[src/rtl/pdm_receiver_if.sv]
// Signal bundle between the PDM receiver and its surroundings: microphone
// pins, run control and the decimated sample stream.
interface pdm_receiver_if #(
  parameter int OUT_W = 9
);
  logic                    enable_in;
  logic                    mic_data_in;
  logic                    mic_clk_out;
  logic                    tick_out;
  logic signed [OUT_W-1:0] sample_out;
  logic                    sample_valid_out;

  modport slave (
    input  enable_in, mic_data_in,
    output mic_clk_out, tick_out, sample_out, sample_valid_out
  );

  modport master (
    output enable_in, mic_data_in,
    input  mic_clk_out, tick_out, sample_out, sample_valid_out
  );
endinterface

[src/rtl/pdm_receiver.sv]
// PDM microphone receiver: generates mic_clk_out, captures one PDM bit per
// clock period and emits a centred ones-count every DECIM bits.
module pdm_receiver #(
  parameter int CLK_DIV = 32,
  parameter int DECIM   = 256
) (
  input logic           clk_in,
  input logic           rst_in,
  pdm_receiver_if.slave bus
);
  localparam int HALF  = CLK_DIV / 2;
  localparam int OUT_W = $clog2(DECIM) + 1;
  localparam int DIV_W = $clog2(CLK_DIV);
  localparam int CNT_W = $clog2(DECIM);

  localparam logic [DIV_W-1:0] DIV_LAST = DIV_W'(CLK_DIV - 1);
  localparam logic [DIV_W-1:0] HALF_C   = DIV_W'(HALF);
  localparam logic [CNT_W-1:0] BIT_LAST = CNT_W'(DECIM - 1);

  // Ones-count spans 0..DECIM; subtracting DECIM/2 always fits in OUT_W signed bits.
  function automatic logic signed [OUT_W-1:0] center_sample(input logic [OUT_W-1:0] ones);
    logic signed [OUT_W:0] wide;
    wide = $signed({1'b0, ones}) - $signed((OUT_W + 1)'(DECIM / 2));
    return $signed(wide[OUT_W-1:0]);
  endfunction

  logic [DIV_W-1:0]        div_cnt_q, div_cnt_d;
  logic                    mic_clk_q, mic_clk_d;
  logic                    tick_q, tick_d;
  logic [OUT_W-1:0]        tally_q, tally_d;
  logic [CNT_W-1:0]        bit_cnt_q, bit_cnt_d;
  logic signed [OUT_W-1:0] sample_q, sample_d;
  logic                    valid_q, valid_d;

  logic             capture;
  logic [OUT_W-1:0] ones;

  // Capture on the last low cycle of mic_clk, just before its rising edge.
  assign capture = bus.enable_in && (div_cnt_q == DIV_LAST);
  assign ones    = tally_q + OUT_W'(bus.mic_data_in);

  always_comb begin
    div_cnt_d = '0;
    mic_clk_d = 1'b0;
    tick_d    = capture;
    tally_d   = '0;
    bit_cnt_d = '0;
    sample_d  = sample_q;
    valid_d   = 1'b0;
    if (bus.enable_in) begin
      div_cnt_d = (div_cnt_q == DIV_LAST) ? '0 : div_cnt_q + DIV_W'(1);
      mic_clk_d = (div_cnt_d < HALF_C);
      tally_d   = tally_q;
      bit_cnt_d = bit_cnt_q;
      if (capture) begin
        if (bit_cnt_q == BIT_LAST) begin
          sample_d  = center_sample(ones);
          valid_d   = 1'b1;
          tally_d   = '0;
          bit_cnt_d = '0;
        end else begin
          tally_d   = ones;
          bit_cnt_d = bit_cnt_q + CNT_W'(1);
        end
      end
    end
  end

  always_ff @(posedge clk_in or posedge rst_in) begin
    if (rst_in) begin
      div_cnt_q <= '0;
      mic_clk_q <= 1'b0;
      tick_q    <= 1'b0;
      tally_q   <= '0;
      bit_cnt_q <= '0;
      sample_q  <= '0;
      valid_q   <= 1'b0;
    end else begin
      div_cnt_q <= div_cnt_d;
      mic_clk_q <= mic_clk_d;
      tick_q    <= tick_d;
      tally_q   <= tally_d;
      bit_cnt_q <= bit_cnt_d;
      sample_q  <= sample_d;
      valid_q   <= valid_d;
    end
  end

  assign bus.mic_clk_out      = mic_clk_q;
  assign bus.tick_out         = tick_q;
  assign bus.sample_out       = sample_q;
  assign bus.sample_valid_out = valid_q;
endmodule

[src/flat_wrapper.sv]
// flat-port wrapper written by rule: the top's interface ports become plain ports
module pdm_receiver_flat 
#(
  parameter int CLK_DIV = 32,
  parameter int DECIM   = 256
)
  (clk_in, rst_in, bus_enable_in, bus_mic_data_in, bus_mic_clk_out, bus_tick_out, bus_sample_out, bus_sample_valid_out);
  pdm_receiver_if #(.OUT_W(9)) bus_i ();
  input logic clk_in;
  input logic rst_in;
  input wire logic [$bits(bus_i.enable_in)-1:0] bus_enable_in;
  input wire logic [$bits(bus_i.mic_data_in)-1:0] bus_mic_data_in;
  output wire logic [$bits(bus_i.mic_clk_out)-1:0] bus_mic_clk_out;
  output wire logic [$bits(bus_i.tick_out)-1:0] bus_tick_out;
  output wire logic [$bits(bus_i.sample_out)-1:0] bus_sample_out;
  output wire logic [$bits(bus_i.sample_valid_out)-1:0] bus_sample_valid_out;
  assign bus_i.enable_in = bus_enable_in;
  assign bus_i.mic_data_in = bus_mic_data_in;
  assign bus_mic_clk_out = bus_i.mic_clk_out;
  assign bus_tick_out = bus_i.tick_out;
  assign bus_sample_out = bus_i.sample_out;
  assign bus_sample_valid_out = bus_i.sample_valid_out;
  pdm_receiver #(.CLK_DIV(CLK_DIV), .DECIM(DECIM)) u_core (.clk_in(clk_in), .rst_in(rst_in), .bus(bus_i));
endmodule
[config.mk]
export PLATFORM = sky130hd
export DESIGN_NAME = pdm_receiver_flat
export DESIGN_NICKNAME = d
export VERILOG_FILES = /design/src/rtl/pdm_receiver_if.sv /design/src/rtl/pdm_receiver.sv /design/src/flat_wrapper.sv
export SDC_FILE = /design/constraint.sdc
export NUM_CORES = 1
export LEC_CHECK = 0
export BUFFER_PORTS_ARGS = -buffer_cell sky130_fd_sc_hd__buf_2
export CORE_MARGIN = 5
export CORE_UTILIZATION = 60
export CTS_CLUSTER_SIZE = 25
export DETAILED_ROUTE_END_ITERATION = 16
export PLACE_DENSITY = 0.92
export SYNTH_ARGS = -nofsm -noshare
export SYNTH_HDL_FRONTEND = slang
export SYNTH_SLANG_ARGS = --single-unit
[constraint.sdc]
create_clock -name clk_in -period 3.5 [get_ports clk_in]
set_input_delay 0.7 -clock clk_in [delete_from_list [all_inputs] [get_ports clk_in]]
set_output_delay 0.7 -clock clk_in [all_outputs]
set_load 0.01 [all_outputs]
; ---- Word level (Yosys, flattened, before mapping)
; Cells that the tools add are included.
[op_classes]
addsub = 4
magnitude_cmp = 1
eq_ne = 3
mux = 12
n_reduce_logical = 2
[ops]
columns = op, n
row1 = $mux W9, 3
row2 = $mux W8, 3
row3 = $mux W5, 2
row4 = $add A9 B1 Y9, 1
row5 = $sub A9 B8 Y9 const B, 1
row6 = $add A8 B1 Y8 const B, 1
row7 = $eq A8 B8 Y1 const B, 1
row8 = $add A5 B1 Y5 const B, 1
row9 = $eq A5 B5 Y1 const B, 1
row10 = $lt A5 B5 Y1 const B, 1
row11 = $mux W1, 4
row12 = $reduce_and A3 Y1, 1
row13 = $ne A2 B1 Y1 const B, 1
row14 = $logic_and A1 B1 Y1, 1
[totals]
regBits = 34
in_bits = 4
out_inout_bits = 12
elab_cells = 29

; ---- Longest topological paths before layout
[logic_depth]
ltp_word = 4
mapped_depth = 9
ltp_nobuf = 7

; ---- Worst setup path before layout
; Ideal clock, no wire load.
[synth_timing]
kind = input port to flip-flop
start = in bus_mic_data_in
end = reg u_core.sample_q[8], in the netlist u_core.bus.sample_out[8]
setup_ns = 0.125
arrival_ns = 1.927
required_time_ns = 3.375
setup_slack_ns = 1.448
path_stages = 6
n_path_buf = 0
cell_sequence = ha_1 > ha_1 > nand3_2 > or3_4 > a211oi_2 > o31ai_2
[synth_via]
elab_chain_cells = 2
[synth_rtl]
columns = item, line
row1 = "start, declared", flat_wrapper.sv:12  ; input wire logic [$bits(bus_i.mic_data_in)-1:0] bus_mic_data_in;
row2 = $add A9 B1 Y9, pdm_receiver.sv:40  ; assign ones = tally_q + OUT_W'(bus.mic_data_in);
row3 = $sub A9 B8 Y9, pdm_receiver.sv:23  ; wide = $signed({1'b0, ones}) - $signed((OUT_W + 1)'(DECIM / 2));
row4 = "end signal, assigned", pdm_receiver.sv:84  ; sample_q <= sample_d;
row5 = "end, declared", pdm_receiver.sv:32  ; logic signed [OUT_W-1:0] sample_q, sample_d;
; No other way between the ends.
; A chain may end at the register's enable or synchronous reset.

; ---- Final worst setup path
[layout_timing]
start = reg u_core.div_cnt_q[0]
end = reg u_core.sample_q[7], in the netlist u_core.bus.sample_out[7]
[layout_via]
elab_chain_cells = 3
[layout_rtl]
columns = item, line
row1 = "start, declared", pdm_receiver.sv:27  ; logic [DIV_W-1:0] div_cnt_q, div_cnt_d;
row2 = "start signal, assigned", pdm_receiver.sv:79  ; div_cnt_q <= div_cnt_d;
row3 = $eq A5 B5 Y1, pdm_receiver.sv:39  ; assign capture = bus.enable_in && (div_cnt_q == DIV_LAST);
row4 = $logic_and A1 B1 Y1, pdm_receiver.sv:39
row5 = $reduce_and A3 Y1 (no line), n/a
; No other way between the ends.

==> qor.yml <==
outcome:
  status: "finished, final reports clean"
die:
  core.rowCount: 19
  num_io_pins: 16
  dieArea_um2: 3860
  initial_core_util_pct: 60.7
  fp.dieH_um: 62.1
  die_w_um: 62.1
  core-area_um2: 2690
clock_tree:
  clk_latency_ns: 0.34
  cts_tree: "yes"
  ctsRootBufferMaster: "clkbuf_4"
  path_clk_slew_ns: 0.10
  post_cts.repair.setup_buffers: 0
  h-tree-depth: 2
  post_cts_resized: 0
  clock_sinks: 34
  numCtsBuffers: 5
  hold_buffers: 0
  ctsLongestPathBuffers: 2
sta:
  tightest_slew_ns: 0.896
  maxSlewViolCount: 0
  hold_viol: 0
  fmax_ghz: 0.458
  period_share_pct: 62.3
  fin_worst_skew_ns: 0.00699
  finalSetupViolations: 0
  fin_setup_tns_ns: 0
  rsz0062_at_grt: "false"
  slew-limit-headroom_pct: 40.2
  fin_crit_ns: 2.18
final_layout:
  fin_nets: 175
  multi_input_area_um2: 719
  regArea_um2: 851
  final_util_pct: 65.8
  n_fill_cell: 215
  area_delta_synth_final_pct: 8.37
  drive_above_1_share_pct: 21.0
  n_antenna_cell: 0
  instances_no_fill: 198
  most-common-layout-cells: "34 x dfrtp_1, 17 x nand2_1, 15 x buf_2"
  final_common_cell: "dfrtp_1"
flow_run:
  cap_violations: 0
global_route:
  met3_usage_pct: 6.13
  grt_pass1_vias: 1229
  grt_max_degree: 26
  top_usage_layer: "met2"
  grt_usage_pct: 18.4
  grt_first_pass_wirelength_um: 5590
  grt.overflow.total: 0
  use_met1_pct: 20.4
  use_met2_pct: 30.7
  antenna_found_initial: 0
drt:
  drtIter0Drc: 57
  detail-route-antenna-nets: 0
  vias: 1161
  wl_per_cell_um: 15.6
  drc: 0
  firstDrtPassIters: 4
  wirelength_um: 3090
  drt-vias-per-instance: 5.86
synthesis:
  seq_area_frac_synth_pct: 52.2
  synth_nets: 161
  syn_inst: 152
  syn_avg_cell_area_um2: 10.7
  synth.cell_area_um2: 1630
  synth-warning-count: 0
  synthDistinctLibCells: 36
  synth_seq_cells: 34
setup_path:
  cp-end-kind: "register"
  cpMostUsedCell: "ha_1"
  critPathLaunchType: "register"
  slowest_stage: "nand4_2"
  required_ns: 3.73
  critical_path_buf_inv_count: 1
  cp_max_fo: 15
  crit_chain: "ha_1, and3_1, ha_1, nand4_2, inv_1, mux2_2"
  critPathMaxStageDelay_ns: 0.43
  worstSetupPathType: "reg2reg"
  crit_family: "simple AND/OR/NAND/NOR gates"
  cp.arrival_ns: 2.41
min_path:
  hp-class: "reg2reg"
placed_design:
  dpl.hpwl_um: 2140
  port_buffers: 15
  gp_congestion: 0.800
  placed_cells: 190
power:
  total_power_uw: 644
  power_density_nw_per_um2: 364
  leakage_nw: 0.863
  vdd_drop_max_uv: 289
==> stage by stage <==
| step | setup slack [ns] | instance area (µm²) | hold slack [ns] |
|---|---|---|---|
| finish | 1.32 | 1770 | 0.477 |
| global route | 1.17 | 1770 | 0.502 |
| CTS | 1.32 | 1770 | 0.478 |
| detailed placement | 1.21 | 1710 | 0.464 |
| global placement | 1.30 | 1710 | 0.443 |
| floorplan | 1.45 | 1630 | 0.433 |
==> registers in the layout, summed over array words and instances (netlist names) <==
signal / count
u_core.bus.mic_clk_out: 1
u_core.tally_q: 9
u_core.div_cnt_q: 5
u_core.bus.sample_out: 9
u_core.bus.tick_out: 1
u_core.bit_cnt_q: 8
u_core.bus.sample_valid_out: 1
==> worst paths after layout <==
check	end	slack, ns	depth (start not counted)	start
min reg2reg	u_core.div_cnt_q[0]	0.48	1	u_core.div_cnt_q[0]
max reg2reg	u_core.bus.sample_out[7]	1.32	6	u_core.div_cnt_q[0]
max	u_core.bus.sample_out[7]	1.32	6	u_core.div_cnt_q[0]
max in group asynchronous	u_core.div_cnt_q[2]	2.28	3	rst_in
min in group asynchronous	u_core.bus.sample_out[5]	0.54	2	rst_in
min	u_core.div_cnt_q[0]	0.48	1	u_core.div_cnt_q[0]
==> layout make-up <==
class	instances	area share (%)
Timing Repair Buffer	16	4.67
Inverter	4	0.850
Clock inverter	1	0.283
Tap cell	31	2.20
Multi-Input combinational cell	105	40.7
Clock buffer	7	3.12
Sequential cell	34	48.2
==> synthesized netlist by cell type, drive strengths merged <==
| cell type | n | share of area (%) |
|---|---|---|
| nand2b | 3 | 1.2 |
| and2 | 6 | 2.4 |
| nand4 | 5 | 2.3 |
| inv | 4 | 0.92 |
| o211a | 1 | 0.61 |
| and4 | 1 | 0.54 |
| nand2 | 17 | 3.9 |
| a31oi | 7 | 2.7 |
| dfrtp | 34 | 52 |
| a21oi | 4 | 1.9 |
| buf | 7 | 2.3 |
| xor2 | 4 | 2.1 |
| a22o | 2 | 1.1 |
| mux2 | 3 | 2.1 |
| ha | 5 | 3.8 |
| o21ai | 12 | 3.9 |
| nor3 | 1 | 0.31 |
| xnor2 | 7 | 3.8 |
| and3 | 4 | 1.6 |
| o31ai | 1 | 0.77 |
| mux2i | 1 | 0.61 |
| a41oi | 4 | 2.1 |
| a211oi | 1 | 0.77 |
| nor2 | 5 | 1.2 |
| o21a | 1 | 0.46 |
| nor2b | 3 | 1.2 |
| or3 | 1 | 0.69 |
| nand3 | 6 | 2.1 |
| clkbuf | 2 | 0.46 |
==> kinds of logic (layout without fill, tap and decap cells) <==
family / Yosys count / count (layout) / share of synthesized area, %
AO/OA/AOI/OAI: 33 / 33 / 14.4
XOR/XNOR: 11 / 11 / 5.91
AND/OR/NAND/NOR: 52 / 52 / 17.3
buffers and inverters: 13 / 28 / 3.68
flip-flops: 34 / 34 / 52.2
adder cells (fa/ha/maj): 5 / 5 / 3.84
multiplexers: 4 / 4 / 2.69
==> where the power goes <==
| group | internal (mW) | switching (mW) | total (mW) |
|---|---|---|---|
| clock | 0.0972 | 0.127 | 0.224 |
| sequential | 0.396 | 0.00237 | 0.398 |
| combinational | 0.00617 | 0.0150 | 0.0211 |
==> per-layer routing <==
metal  up-vias  share of wire, %
li1        566                 -
met3        10               5.4
met5         -                 0
met2        26                51
met4         0               3.1
met1       559                41
Note: power is estimated with default switching activity, not from simulation.
